`src/rtl/ms_scan_if.sv`:
```
// Channel, control and result signals shared between a source/consumer (master)
// and the ms_scan multiplexer (slave).
interface ms_scan_if #(
    parameter int W  = 4,
    parameter int N  = 3,
    parameter int AW = 2
);
    logic [N*W-1:0] x;
    logic [AW-1:0]  adr;
    logic           mode;
    logic           en;
    logic [W-1:0]   y;
    logic [N-1:0]   sel;
    logic [AW-1:0]  ch;
    logic           stb;
    logic           err;

    modport master (
        output x, adr, mode, en,
        input  y, sel, ch, stb, err
    );

    modport slave (
        input  x, adr, mode, en,
        output y, sel, ch, stb, err
    );
endinterface

```
`src/rtl/ms_scan.sv`:
```
// Registered N-channel W-bit multiplexer: address-selected in manual mode,
// time-division scanner with a programmable dwell in auto mode.
module ms_scan #(
    parameter int W   = 4,
    parameter int N   = 3,
    parameter int AW  = 2,
    parameter int DIV = 4
) (
    input  logic      clk,
    input  logic      rst_n,
    ms_scan_if.slave  bus
);
    localparam int            CW   = (DIV > 1) ? $clog2(DIV) : 1;
    localparam logic [CW-1:0] LAST = CW'(DIV - 1);
    localparam logic [AW-1:0] TOP  = AW'(N - 1);

    logic [W-1:0]  r_y;
    logic [N-1:0]  r_sel;
    logic [AW-1:0] r_ch;
    logic [CW-1:0] r_cnt;
    logic          r_stb;
    logic          r_err;

    logic [AW-1:0] w_idx;
    logic [W-1:0]  w_data;
    logic [N-1:0]  w_oneHot;
    logic          w_adrValid;
    logic [AW-1:0] w_chNext;

    // Indices N..2^AW-1 match no channel, so they select zero data and an empty one-hot.
    always_comb begin
        w_idx      = bus.mode ? r_ch : bus.adr;
        w_data     = '0;
        w_oneHot   = '0;
        w_adrValid = 1'b0;
        for (int k = 0; k < N; k++) begin
            if (w_idx == AW'(k)) begin
                w_data      = bus.x[k*W +: W];
                w_oneHot[k] = 1'b1;
            end
            if (bus.adr == AW'(k)) begin
                w_adrValid = 1'b1;
            end
        end
    end

    assign w_chNext = (r_ch == TOP) ? '0 : r_ch + 1'b1;

    always_ff @(posedge clk or negedge rst_n) begin
        if (!rst_n) begin
            r_y   <= '0;
            r_sel <= '0;
            r_ch  <= '0;
            r_cnt <= '0;
            r_stb <= 1'b0;
            r_err <= 1'b0;
        end else if (!bus.en) begin
            r_stb <= 1'b0;
        end else begin
            r_y   <= w_data;
            r_sel <= w_oneHot;
            r_err <= !bus.mode && !w_adrValid;
            if (!bus.mode) begin
                r_cnt <= '0;
                r_stb <= 1'b0;
                if (w_adrValid) begin
                    r_ch <= bus.adr;
                end
            end else if (r_cnt == LAST) begin
                r_cnt <= '0;
                r_ch  <= w_chNext;
                r_stb <= 1'b1;
            end else begin
                r_cnt <= r_cnt + 1'b1;
                r_stb <= 1'b0;
            end
        end
    end

    assign bus.y   = r_y;
    assign bus.sel = r_sel;
    assign bus.ch  = r_ch;
    assign bus.stb = r_stb;
    assign bus.err = r_err;
endmodule
```
`src/flat_wrapper.sv`:
```
// flat-port wrapper written by rule: the top's interface ports become plain ports
module ms_scan_flat 
#(
    parameter int W   = 4,
    parameter int N   = 3,
    parameter int AW  = 2,
    parameter int DIV = 4
)
  (clk, rst_n, bus_x, bus_adr, bus_mode, bus_en, bus_y, bus_sel, bus_ch, bus_stb, bus_err);
  ms_scan_if #(.W(W), .N(N), .AW(AW)) bus_i ();
  input  logic clk;
  input  logic rst_n;
  input wire logic [$bits(bus_i.x)-1:0] bus_x;
  input wire logic [$bits(bus_i.adr)-1:0] bus_adr;
  input wire logic [$bits(bus_i.mode)-1:0] bus_mode;
  input wire logic [$bits(bus_i.en)-1:0] bus_en;
  output wire logic [$bits(bus_i.y)-1:0] bus_y;
  output wire logic [$bits(bus_i.sel)-1:0] bus_sel;
  output wire logic [$bits(bus_i.ch)-1:0] bus_ch;
  output wire logic [$bits(bus_i.stb)-1:0] bus_stb;
  output wire logic [$bits(bus_i.err)-1:0] bus_err;
  assign bus_i.x = bus_x;
  assign bus_i.adr = bus_adr;
  assign bus_i.mode = bus_mode;
  assign bus_i.en = bus_en;
  assign bus_y = bus_i.y;
  assign bus_sel = bus_i.sel;
  assign bus_ch = bus_i.ch;
  assign bus_stb = bus_i.stb;
  assign bus_err = bus_i.err;
  ms_scan #(.W(W), .N(N), .AW(AW), .DIV(DIV)) u_core (.clk(clk), .rst_n(rst_n), .bus(bus_i));
endmodule
```
`config.mk`:
```
export PLATFORM = sky130hd
export DESIGN_NAME = ms_scan_flat
export DESIGN_NICKNAME = d
export VERILOG_FILES = /design/src/rtl/ms_scan_if.sv /design/src/rtl/ms_scan.sv /design/src/flat_wrapper.sv
export SDC_FILE = /design/constraint.sdc
export NUM_CORES = 1
export LEC_CHECK = 0
export BUFFER_PORTS_ARGS = -buffer_cell sky130_fd_sc_hd__buf_2
export CORE_MARGIN = 2
export CORE_UTILIZATION = 50
export CTS_CLUSTER_SIZE = 20
export DETAILED_ROUTE_END_ITERATION = 10
export PLACE_DENSITY = 0.82
export REMOVE_ABC_BUFFERS = 1
export SLEW_MARGIN = 30
export SYNTH_ARGS = -nofsm -noshare
export SYNTH_HDL_FRONTEND = slang
export SYNTH_SLANG_ARGS = --single-unit
```
`constraint.sdc`:
```
create_clock -name clk -period 3.84 [get_ports clk]
set_clock_uncertainty 0.2 [all_clocks]
set_input_delay 0.384 -clock clk [delete_from_list [all_inputs] [get_ports clk]]
set_output_delay 0.384 -clock clk [all_outputs]
set_load 0.1 [all_outputs]
```
# Word-level counts from Yosys, hierarchy flattened
# Index checks and enable logic that the tools add are counted.
# Widths: inputs -> output; s select.
dict set report op_classes {
  addsub 2
  multipliers 0
  div_mod_pow 0
  order_cmp 0
  eq_ne 7
  shifts 0
  n_mux 19
  n_bitwise 0
  n_reduce_logical 7
}
# operator n
set op_table {}
lappend op_table {{$mux 2} 7}
lappend op_table {{$mux 4} 3}
lappend op_table {{$mux 1} 9}
lappend op_table {{$eq 2x2->1 const B} 4}
lappend op_table {{$add 2x1->2 const B} 2}
lappend op_table {{$eq 2x1->1 const B} 2}
lappend op_table {{$logic_not 2->1} 2}
lappend op_table {{$reduce_and 3->1} 1}
lappend op_table {{$logic_not 1->1} 2}
lappend op_table {{$ne 2x1->1 const B} 1}
lappend op_table {{$reduce_bool 2->1} 1}
lappend op_table {{$logic_and 1x1->1} 1}
dict set report totals {
  regBits 13
  latch_bits 0
  ram_bits 0
  mem_bits_ro 0
  input_bits 18
  out_inout_bits 11
  mem_count 0
}

# Depth between registers and ports, before layout
dict set report depth {
  word_depth 6
  ltp_mapped 4
}

# Worst setup path after synthesis
# No wires, ideal clock.
dict set report synth_timing {
  path_kind {reg2reg}
  start {reg u_core.r_ch[0] (netlist: u_core.bus.ch[0])}
  end {reg u_core.r_y[0] (netlist: u_core.bus.y[0])}
  arrival_time_ns 1.654
  required_ns 3.541
  path_slack_ns 1.887
  stages_incl_launch_ff 4
  path_buffers 0
  period_less_slack_ns 1.953
  cell_sequence {dfrtp_1 and3b_2 o21ai_0 a311oi_1}
}
dict set report synth_between {
  elab_chain_len 5
}
# item line
set synth_lines {}
lappend synth_lines {{from (decl)} ms_scan.sv:19} ;# logic [AW-1:0] r_ch;
lappend synth_lines {{from (signal assigned)} ms_scan.sv:67} ;# r_ch <= bus.adr;
lappend synth_lines {{from (signal assigned)} ms_scan.sv:71} ;# r_ch <= w_chNext;
lappend synth_lines {{$mux 2 (*)} ms_scan.sv:32} ;# w_idx = bus.mode ? r_ch : bus.adr;
lappend synth_lines {{$logic_not 2->1} ms_scan.sv:37} ;# if (w_idx == AW'(k)) begin
lappend synth_lines {{$mux 4 (2 in a row)} ms_scan.sv:37}
lappend synth_lines {{$mux 4 (*)} ms_scan.sv:37}
lappend synth_lines {{to (signal assigned)} ms_scan.sv:60} ;# r_y <= w_data;
lappend synth_lines {{to (decl)} ms_scan.sv:17} ;# logic [W-1:0] r_y;
# Every way passes the cells marked *; elsewhere a longest branch is shown, timed or not.
# A chain may end at the register's enable or synchronous reset.

# Worst setup path after layout
dict set report layout_timing {
  start {reg u_core.r_ch[1] (netlist: u_core.bus.ch[1])}
  end {out bus_ch[1]}
}
# item line
set layout_rtl {}
lappend layout_rtl {{to (decl)} flat_wrapper.sv:19} ;# output wire logic [$bits(bus_i.ch)-1:0] bus_ch;
# No word-level cell between the ends.

==> run_summary.xml <==
<?xml version="1.0" encoding="UTF-8"?>
<metrics>
  <group name="finish">
    <metric name="fin_util" unit="%">67.4</metric>
    <metric name="finalNetCount" unit="">128</metric>
    <metric name="area_growth_syn_to_layout" unit="%">22.2</metric>
    <metric name="final-instance-count-excl-fill" unit="">123</metric>
    <metric name="final_area" unit="um2">910</metric>
    <metric name="post_route_cells_drive_above_1_share" unit="%">34.3</metric>
    <metric name="antenna_fix_cells" unit="">0</metric>
    <metric name="fill_cells" unit="">126</metric>
  </group>
  <group name="timing">
    <metric name="max_slew_margin" unit="%">67.8</metric>
    <metric name="finalSetupViolCount" unit="">0</metric>
    <metric name="finalHoldViolCount" unit="">0</metric>
    <metric name="final_period_minus_worst_setup_slack" unit="ns">1.84</metric>
    <metric name="timing_worst_slew_pin_value" unit="ns">0.486</metric>
    <metric name="final_min_period_over_clock_period" unit="%">47.8</metric>
    <metric name="totalNegativeSetupSlack" unit="ns">0</metric>
    <metric name="worst_hold_slack" unit="ns">0.186</metric>
    <metric name="rsz0062_at_grt" unit="">false</metric>
    <metric name="timing.final.max_slew_violations" unit="">0</metric>
    <metric name="fmaxAchievable" unit="GHz">0.545</metric>
  </group>
  <group name="drt">
    <metric name="post-route-drc-count" unit="">0</metric>
    <metric name="routedWlPerCell" unit="um">12.7</metric>
    <metric name="drt_wl_total" unit="um">1560</metric>
    <metric name="detail_route.vias_per_cell" unit="">5.62</metric>
    <metric name="total_via_count_in_the_routed_design" unit="">691</metric>
    <metric name="first_iter_violations" unit="">11</metric>
    <metric name="antenna_violating_nets_post_route" unit="">0</metric>
    <metric name="drtPass1Iterations" unit="">4</metric>
  </group>
  <group name="flow_run">
    <metric name="cap_viol_max_count" unit="">0</metric>
  </group>
  <group name="synth">
    <metric name="synth_largest_area_cell" unit="">dfrtp_1</metric>
    <metric name="warnings_from_yosys" unit="">0</metric>
    <metric name="ys_ff_latch" unit="">13</metric>
    <metric name="synth_cell_types" unit="">26</metric>
    <metric name="synth-edff-count" unit="">0</metric>
    <metric name="syn_avg_cell_area" unit="um2">9.31</metric>
    <metric name="synthDominantCellAreaShare" unit="%">43.7</metric>
    <metric name="top_count_cell_post_synth" unit="">nor2_1</metric>
    <metric name="ys_async_sr_fraction" unit="%">100</metric>
    <metric name="synth_flop_cell" unit="">dfrtp_1</metric>
    <metric name="seq_area_frac_synth" unit="%">43.7</metric>
    <metric name="netlist_instances" unit="">80</metric>
    <metric name="ys_top_cells_by_count" unit="">nor2_1 (15), dfrtp_1 (13), o21ai_0 (8)</metric>
    <metric name="yosys-top-cells-area" unit="">dfrtp_1 (44%), nor2_1 (7.6%), o21ai_0 (5.4%)</metric>
    <metric name="syn_area" unit="um2">744</metric>
  </group>
  <group name="setup_path">
    <metric name="worst_path_dominant_cell_family" unit="">flip-flops</metric>
    <metric name="worstSetupEndpointType" unit="">output port</metric>
    <metric name="cp_cell_sequence" unit="">buf_2</metric>
    <metric name="max_stage_delay" unit="ns">0.50</metric>
    <metric name="path_max_fanout" unit="">9</metric>
    <metric name="timing.setup.critical_path_class" unit="">flop to output port</metric>
    <metric name="worst_setup_path_start_kind" unit="">flop</metric>
    <metric name="timing.critical_path.depth" unit="">1</metric>
    <metric name="cp_slowest_cell" unit="">dfrtp_1</metric>
    <metric name="worstPathBufferInverterCount" unit="">1</metric>
    <metric name="worst-endpoint-required" unit="ns">3.26</metric>
    <metric name="cp_data_arrival_time" unit="ns">1.25</metric>
    <metric name="worst-r2r-setup-slack" unit="ns">2.25</metric>
    <metric name="rr_worst_depth" unit="">3</metric>
  </group>
  <group name="power">
    <metric name="vdd.ir_drop.worst" unit="mV">0.353</metric>
    <metric name="p_leak" unit="nW">0.449</metric>
    <metric name="pwr_density_cell" unit="nW/um2">590</metric>
  </group>
  <group name="outcome">
    <metric name="run_status" unit="">complete, no violations</metric>
  </group>
  <group name="global_routing">
    <metric name="grt_first_pass_wirelength" unit="um">2530</metric>
    <metric name="grt_antenna_before_repair" unit="">0</metric>
    <metric name="vias_in_the_first_global_route" unit="">565</metric>
    <metric name="track_usage" unit="%">18.3</metric>
    <metric name="largest_net_degree_at_the_start_of_global_routing" unit="">23</metric>
    <metric name="grt-ovfl-total" unit="">0</metric>
  </group>
  <group name="floorplan">
    <metric name="design.die.area" unit="um2">1810</metric>
    <metric name="core_area" unit="um2">1350</metric>
    <metric name="initial_utilization" unit="%">55.1</metric>
    <metric name="io_pins" unit="">29</metric>
    <metric name="die_x" unit="um">42.6</metric>
    <metric name="die-height" unit="um">42.6</metric>
    <metric name="rows" unit="">13</metric>
  </group>
  <group name="clock_network">
    <metric name="cts.sinks" unit="">13</metric>
    <metric name="htreeDepth" unit="">1</metric>
    <metric name="ctsRootBufferMaster" unit="">clkbuf_4</metric>
    <metric name="cts_inserted_buffers" unit="">3</metric>
    <metric name="postCtsSetupBuffers" unit="">0</metric>
    <metric name="tritoncts" unit="">yes</metric>
    <metric name="insertion_delay" unit="ns">0.28</metric>
    <metric name="path_clk_slew" unit="ns">0.09</metric>
    <metric name="cts.path.max_buffers" unit="">2</metric>
  </group>
  <group name="place">
    <metric name="gpl.final_weighted_congestion" unit="">0.760</metric>
    <metric name="dpl_cell_area" unit="um2">872</metric>
    <metric name="number_of_cells_in_the_design_after_placement" unit="">118</metric>
    <metric name="place.port_buffers" unit="">28</metric>
    <metric name="detailedPlacementHpwl" unit="um">1150</metric>
  </group>
  <group name="min_path">
    <metric name="holdPathStages" unit="">3</metric>
    <metric name="hold_path_class" unit="">input pin to flop</metric>
  </group>
</metrics>
## metrics by stage
| stage | worst slack (ns) | power [mW] |
|---|---|---|
| after CTS | 1.99 | 0.542 |
| after detailed placement | 2.14 | 0.454 |
| after floorplan | 1.89 | 0.400 |
| after global placement | 2.19 | 0.452 |
| after global routing | 1.94 | 0.563 |
| final | 2.00 | 0.537 |
## placed cells by master, fill, tap and decap left out, drive strengths merged, types with 2 or more instances in the layout
cell type  count
and3b          2
nand3          3
nand2b         2
a311oi         3
nor2          15
clkbuf         3
o21ai          8
inv            5
buf           28
a21oi          6
mux2i          2
dfrtp         13
o32a           3
nor3b          3
## final cells by class
class	instances	area, um2	area share [%]
Sequential cell	13	325	35.8
Timing Repair Buffer	29	150	16.5
Tap cell	15	18.8	2.06
Multi-Input combinational cell	57	369	40.6
Inverter	5	18.8	2.06
Clock buffer	3	22.5	2.48
Clock inverter	1	5.00	0.550
## state kept, by name, summed over array words and instances (netlist names)
register and flops:
u_core.r_cnt 2, u_core.bus.err 1, u_core.bus.sel 3, u_core.bus.stb 1
u_core.bus.ch 2, u_core.bus.y 4
## final timing paths
check,startpoint,to
worst max-delay path,u_core.bus.ch[1],bus_ch[1]
worst max register to register,u_core.r_cnt[0],u_core.bus.ch[0]
min in group asynchronous,rst_n,u_core.r_cnt[0]
worst min register to register,u_core.bus.sel[2],u_core.bus.sel[2]
max in group asynchronous,rst_n,u_core.bus.ch[1]
worst min-delay path,bus_x[4],u_core.bus.y[0]
## power breakdown
| part | internal [mW] | total [mW] | switching, mW |
|---|---|---|---|
| Clock | 0.0386 | 0.0849 | 0.0463 |
| Sequential | 0.161 | 0.183 | 0.0220 |
| Combinational | 0.0577 | 0.269 | 0.211 |
| Total | 0.258 | 0.537 | 0.279 |
## logic make-up after synthesis
| logic type | after synthesis | share of synthesized area [%] |
|---|---|---|
| simple gates | 30 | 23.5 |
| compound gates | 23 | 20.2 |
| flops | 13 | 43.7 |
| buf+inv | 10 | 6.72 |
| mux | 3 | 4.20 |
| fa+ha+maj | 1 | 1.68 |
## metal layers
layer  part of all wire [%]  up-vias  track usage, %
met1                     45      313            25.3
met2                     46       31            27.1
met5                      0        -               0
li1                       -      345               -
met4                    1.2        0            7.50
met3                    7.9        2            4.74
## tightest hold or removal path, cell delays in order
cell	delay, ns
buf_2	0.10
o21ai_0	0.06
a311oi_1	0.09
## timing repair
item	CTS	global route
endpoints found under the setup margin	0	0
hold buffers	1	0
hold endpoints to repair	13	0
gates resized for setup	0	0
(Power assumes the default switching activity.)
